==> src/rtl/cla_pkg.sv <==
// Shared constants and the generate/propagate pair type for the 64-bit
// two-level carry-lookahead adder.
package cla_pkg;

  localparam int CLA_WIDTH   = 64;
  localparam int CLA_GROUP   = 4;
  localparam int CLA_NGROUPS = CLA_WIDTH / CLA_GROUP;    // 16 bit-level groups
  localparam int CLA_NBLOCKS = CLA_NGROUPS / CLA_GROUP;  // 4 blocks of 16 bits

  typedef struct packed {
    logic g;
    logic p;
  } gp_t;

  function automatic gp_t make_gp(input logic x, input logic y);
    gp_t r;
    r.g = x & y;
    r.p = x ^ y;
    return r;
  endfunction

endpackage

==> src/rtl/cla_group_4.sv <==
// 4-wide lookahead cell: flattened sum-of-products carries from a group
// carry-in, plus group generate/propagate. Reused at bit, block and top level.
module cla_group_4
  import cla_pkg::*;
(
  input  gp_t  [CLA_GROUP-1:0] gp,
  input  logic                 cin,
  output logic [CLA_GROUP-1:0] c,
  output gp_t                  gp_out
);

  // Carries are two-level SOP in cin, so no ripple through the cell.
  assign c[0] = cin;
  assign c[1] = gp[0].g
              | (gp[0].p & cin);
  assign c[2] = gp[1].g
              | (gp[1].p & gp[0].g)
              | (gp[1].p & gp[0].p & cin);
  assign c[3] = gp[2].g
              | (gp[2].p & gp[1].g)
              | (gp[2].p & gp[1].p & gp[0].g)
              | (gp[2].p & gp[1].p & gp[0].p & cin);

  assign gp_out.g = gp[3].g
                  | (gp[3].p & gp[2].g)
                  | (gp[3].p & gp[2].p & gp[1].g)
                  | (gp[3].p & gp[2].p & gp[1].p & gp[0].g);
  assign gp_out.p = gp[3].p & gp[2].p & gp[1].p & gp[0].p;

endmodule

==> src/rtl/cla_adder_64.sv <==
// 64-bit two-level carry-lookahead adder (a + b + cin) with a valid strobe.
// Define CLA64_OUTPUT_REG_EN to register sum/cout/valid_out (1-cycle latency).
module cla_adder_64
  import cla_pkg::*;
(
  input  logic                 clk,
  input  logic                 rst,
  input  logic [CLA_WIDTH-1:0] a,
  input  logic [CLA_WIDTH-1:0] b,
  input  logic                 cin,
  input  logic                 valid_in,
  output logic [CLA_WIDTH-1:0] sum,
  output logic                 cout,
  output logic                 valid_out
);

  gp_t  [CLA_WIDTH-1:0]   bit_gp;
  logic [CLA_WIDTH-1:0]   carry;
  gp_t  [CLA_NGROUPS-1:0] grp_gp;
  logic [CLA_NGROUPS-1:0] grp_c;
  gp_t  [CLA_NBLOCKS-1:0] blk_gp;
  logic [CLA_NBLOCKS-1:0] blk_c;
  gp_t                    top_gp;
  logic [CLA_WIDTH-1:0]   sum_c;
  logic                   cout_c;

  for (genvar i = 0; i < CLA_WIDTH; i++) begin : g_bit
    assign bit_gp[i] = make_gp(a[i], b[i]);
    assign sum_c[i]  = bit_gp[i].p ^ carry[i];
  end

  // Level 1: 16 groups turn group carry-ins into bit carries.
  for (genvar j = 0; j < CLA_NGROUPS; j++) begin : g_grp
    cla_group_4 u_grp (
      .gp     (bit_gp[CLA_GROUP*j +: CLA_GROUP]),
      .cin    (grp_c[j]),
      .c      (carry[CLA_GROUP*j +: CLA_GROUP]),
      .gp_out (grp_gp[j])
    );
  end

  // Level 2: 4 blocks turn block carry-ins into group carry-ins.
  for (genvar k = 0; k < CLA_NBLOCKS; k++) begin : g_blk
    cla_group_4 u_blk (
      .gp     (grp_gp[CLA_GROUP*k +: CLA_GROUP]),
      .cin    (blk_c[k]),
      .c      (grp_c[CLA_GROUP*k +: CLA_GROUP]),
      .gp_out (blk_gp[k])
    );
  end

  // Level 3: word-level lookahead from cin gives the block carry-ins.
  cla_group_4 u_top (
    .gp     (blk_gp),
    .cin    (cin),
    .c      (blk_c),
    .gp_out (top_gp)
  );

  assign cout_c = top_gp.g | (top_gp.p & cin);

`ifdef CLA64_OUTPUT_REG_EN
  // NOTE: sequential state uses non-blocking assignments so every flop
  // samples pre-edge values regardless of statement order.
  always_ff @(posedge clk) begin
    if (rst) begin
      sum       <= '0;
      cout      <= 1'b0;
      valid_out <= 1'b0;
    end else begin
      sum       <= sum_c;
      cout      <= cout_c;
      valid_out <= valid_in;
    end
  end
`else
  logic unused_clk_rst;
  assign unused_clk_rst = clk ^ rst;

  assign sum       = sum_c;
  assign cout      = cout_c;
  assign valid_out = valid_in;
`endif

endmodule

==> config.mk <==
export PLATFORM = sky130hd
export DESIGN_NAME = cla_adder_64
export DESIGN_NICKNAME = d
export VERILOG_FILES = /design/src/rtl/cla_pkg.sv /design/src/rtl/cla_group_4.sv /design/src/rtl/cla_adder_64.sv
export SDC_FILE = /design/constraint.sdc
export NUM_CORES = 1
export LEC_CHECK = 0
export ABC_AREA = 1
export CAP_MARGIN = 20
export CORE_ASPECT_RATIO = 0.6
export CORE_MARGIN = 1
export CORE_UTILIZATION = 39
export DETAILED_ROUTE_END_ITERATION = 6
export PLACE_DENSITY = 0.89
export SYNTH_ARGS = -nofsm -noshare
export SYNTH_HDL_FRONTEND = slang
export SYNTH_HIERARCHICAL = 1
export SYNTH_SLANG_ARGS = --single-unit
export TNS_END_PERCENT = 30
==> constraint.sdc <==
create_clock -name vclk -period 4.6
set_input_delay 1.38 -clock vclk [all_inputs]
set_output_delay 1.38 -clock vclk [all_outputs]
set_load 0.02 [all_outputs]
==> results.py <==
metrics = {
    "layout": {
        "area_growth_pct": 114,
        "postLayoutCoreUtil_pct": 86.3,
        "final_cell_mix": "nand2_1, buf_4, inv_1, nand2_2, buf_6",
        "fin_nets": 1421,
        "final_common_cell": "nand2_1",
        "nClkBuffers": 0,
        "regArea_um2": 0,
        "final_layout_size_suffix_gt1_share_pct": 48.7,
        "nFlopsAndLatches": 0,
        "instances_no_fill": 1360,
    },
    "routing": {
        "wl_per_cell_um": 17.5,
        "drt-initial-drc-count": 674,
        "ant_nets": 0,
        "drcViolationCount": 1,
        "postRouteWirelength_um": 23800,
        "num_vias": 7235,
        "firstDrtPassIters": 7,
        "vias_per_cell": 5.32,
    },
    "sta": {
        "hold_violations": 0,
        "fmax_mhz": 192,
        "fin_ws_ps": -605,
        "setup_viol": 52,
        "slew_headroom_pct": 72.3,
        "drv_slew": 0,
        "tightestPinTransition_ps": 416,
        "period_share_pct": 113,
        "rsz0062_at_grt": "yes",
        "min_period_ps": 5210,
    },
    "critical_path": {
        "crit_type": "input port to output port",
        "arrival_ps": 3830,
        "start_kind": "input port",
        "slowest_stage": "dlygate4sd2_1",
        "cp_max_fo": 4,
        "worstSetupEndpointType": "output port",
        "critPathTopFamily": "simple AND/OR/NAND/NOR gates",
        "timing.critical_path.mode_cell": "nand2_4",
        "critPathMaxStageDelay_ps": 270,
        "required_ps": 3220,
        "crit_buf_inv": 4,
        "cp_cell_sequence": "dlygate4sd2_1 -> ha_4 -> or2_0 -> nand2_1 -> nand2_1 -> nand4_1 -> nand2_1 -> inv_2 -> nand2_4 -> buf_6 -> nand2_4 -> nand2_4 -> nand2_2 -> nand2_4 -> nand2_4 -> nand2_4 -> nand2_1 -> nand2_1 -> buf_6",
    },
    "synth": {
        "synth_top_family_by_area": "simple AND/OR/NAND/NOR gates",
        "syn_nets": 1046,
        "syn_area_per_cell_um2": 4.73,
        "synth_xor_area_share_pct": 0,
        "yosysSeqAreaShare_pct": 0,
        "synth-simple-area-share_pct": 53.4,
        "ys_warn_count": 6,
        "synthCells": 850,
        "synthMuxAreaShare_pct": 0,
        "yosys.area_share.adder_pct": 19.9,
        "synth_compound_area_share_pct": 2.62,
        "ys_types": 9,
        "synth.cell_area_um2": 4020,
    },
    "hold_path": {
        "whs_endpoint": "valid_out",
        "hp-class": "input port to output port",
        "hold_path_depth": 0,
        "min_from": "valid_in",
    },
    "floorplanning": {
        "coreArea_um2": 9950,
        "io_pins": 198,
        "fp.dieArea_um2": 10700,
        "die_h_um": 80.6,
        "initial_utilization_pct": 40.4,
        "row_count": 28,
        "dieWidth_um": 133,
    },
    "pwr": {
        "p_leak_nw": 5.02,
        "ir_drop_mv": 0.125,
        "powerDensity_nw_per_um2": 177,
        "fin_total_pwr_w": 0.00152,
    },
    "place": {
        "placed_cells": 1265,
        "gp_congestion": 0.856,
        "numPortBuffers": 194,
        "hpwlAfterDp_um": 11300,
    },
    "global_route": {
        "grtUsageTotal_pct": 31.4,
        "grt_max_degree": 6,
        "grt_pass1_vias": 6276,
        "grt_pass1_wl_um": 27700,
        "antenna_found_initial": 3,
        "grt-ovfl-total": 0,
    },
    "flow_run": {
        "cap_violations": 0,
    },
    "clock_network": {
        "holdBufCountCts": 0,
    },
    "status": {
        "status": "finished with violations",
        "violations": "DRC, setup timing",
    },
}
cell usage after synthesis (all sizes together):
cell type	count	area, um^2
nand2	446	1670
inv	213	800
ha	64	801
nor2	42	210
buf	22	165
a21oi	21	105
nand4	21	131
or2	21	131
power breakdown:
part / internal (W) / total, W / switching [W]
sequential: 0 / 0 / 0
combinational: 0.000704 / 0.00152 / 0.000815
clock: 0.0000000000757 / 0.0000000000757 / 0
total: 0.000704 / 0.00152 / 0.000815
worst max-delay path by stage:
stage,start,endpoint,slack (ps),cells past startpoint
global placement,a[6],sum[43],-1240,25
detailed placement,b[6],sum[43],-1360,25
finish,b[3],sum[29],-610,19
CTS,b[6],sum[62],-340,26
floorplan,a[31],sum[62],10,20
global route,b[1],sum[29],-770,21
metal layers:
metal | up-vias | GRT usage [%] | wire [um]
li1 | 3213 | - | -
met1 | 3170 | 34.7 | 8100
met2 | 607 | 61.5 | 11000
met3 | 243 | 3.72 | 2650
met4 | 2 | 12.8 | 2060
met5 | - | 0 | 20
cell families after synthesis:
| group | Yosys count |
|---|---|
| AOI/OAI and AO/OA | 21 |
| buffers and inverters | 235 |
| adders and majority gates | 64 |
| and+or+nand+nor | 530 |
stage by stage:
stage	TNS (ps)	hold WS, ps	setup slack, ps	cell area (um^2)
floorplan	0	2870	11.5	4080
global placement	-57070	2760	-1240	6830
detailed placement	-61150	2760	-1360	6830
CTS	-7880	2760	-343	7870
global route	-24380	2760	-766	8580
finish	-18110	2760	-605	8580
final cells by class:
cell class         count  area, um^2
multi-input cells    615        4250
well taps            135         169
repair buffers       395        3350
diodes                 2        5.00
inverters            213         802
fillers              530        1370
what timing repair did:
item                                   4_1_cts  5_1_grt
pin swaps                                  153      138
buffers inserted                            74       20
setup endpoints to repair                   63       61
gates resized for setup                    676      243
endpoints found under the hold margin        0        0
No activity file was read; power rests on OpenSTA's default activity.
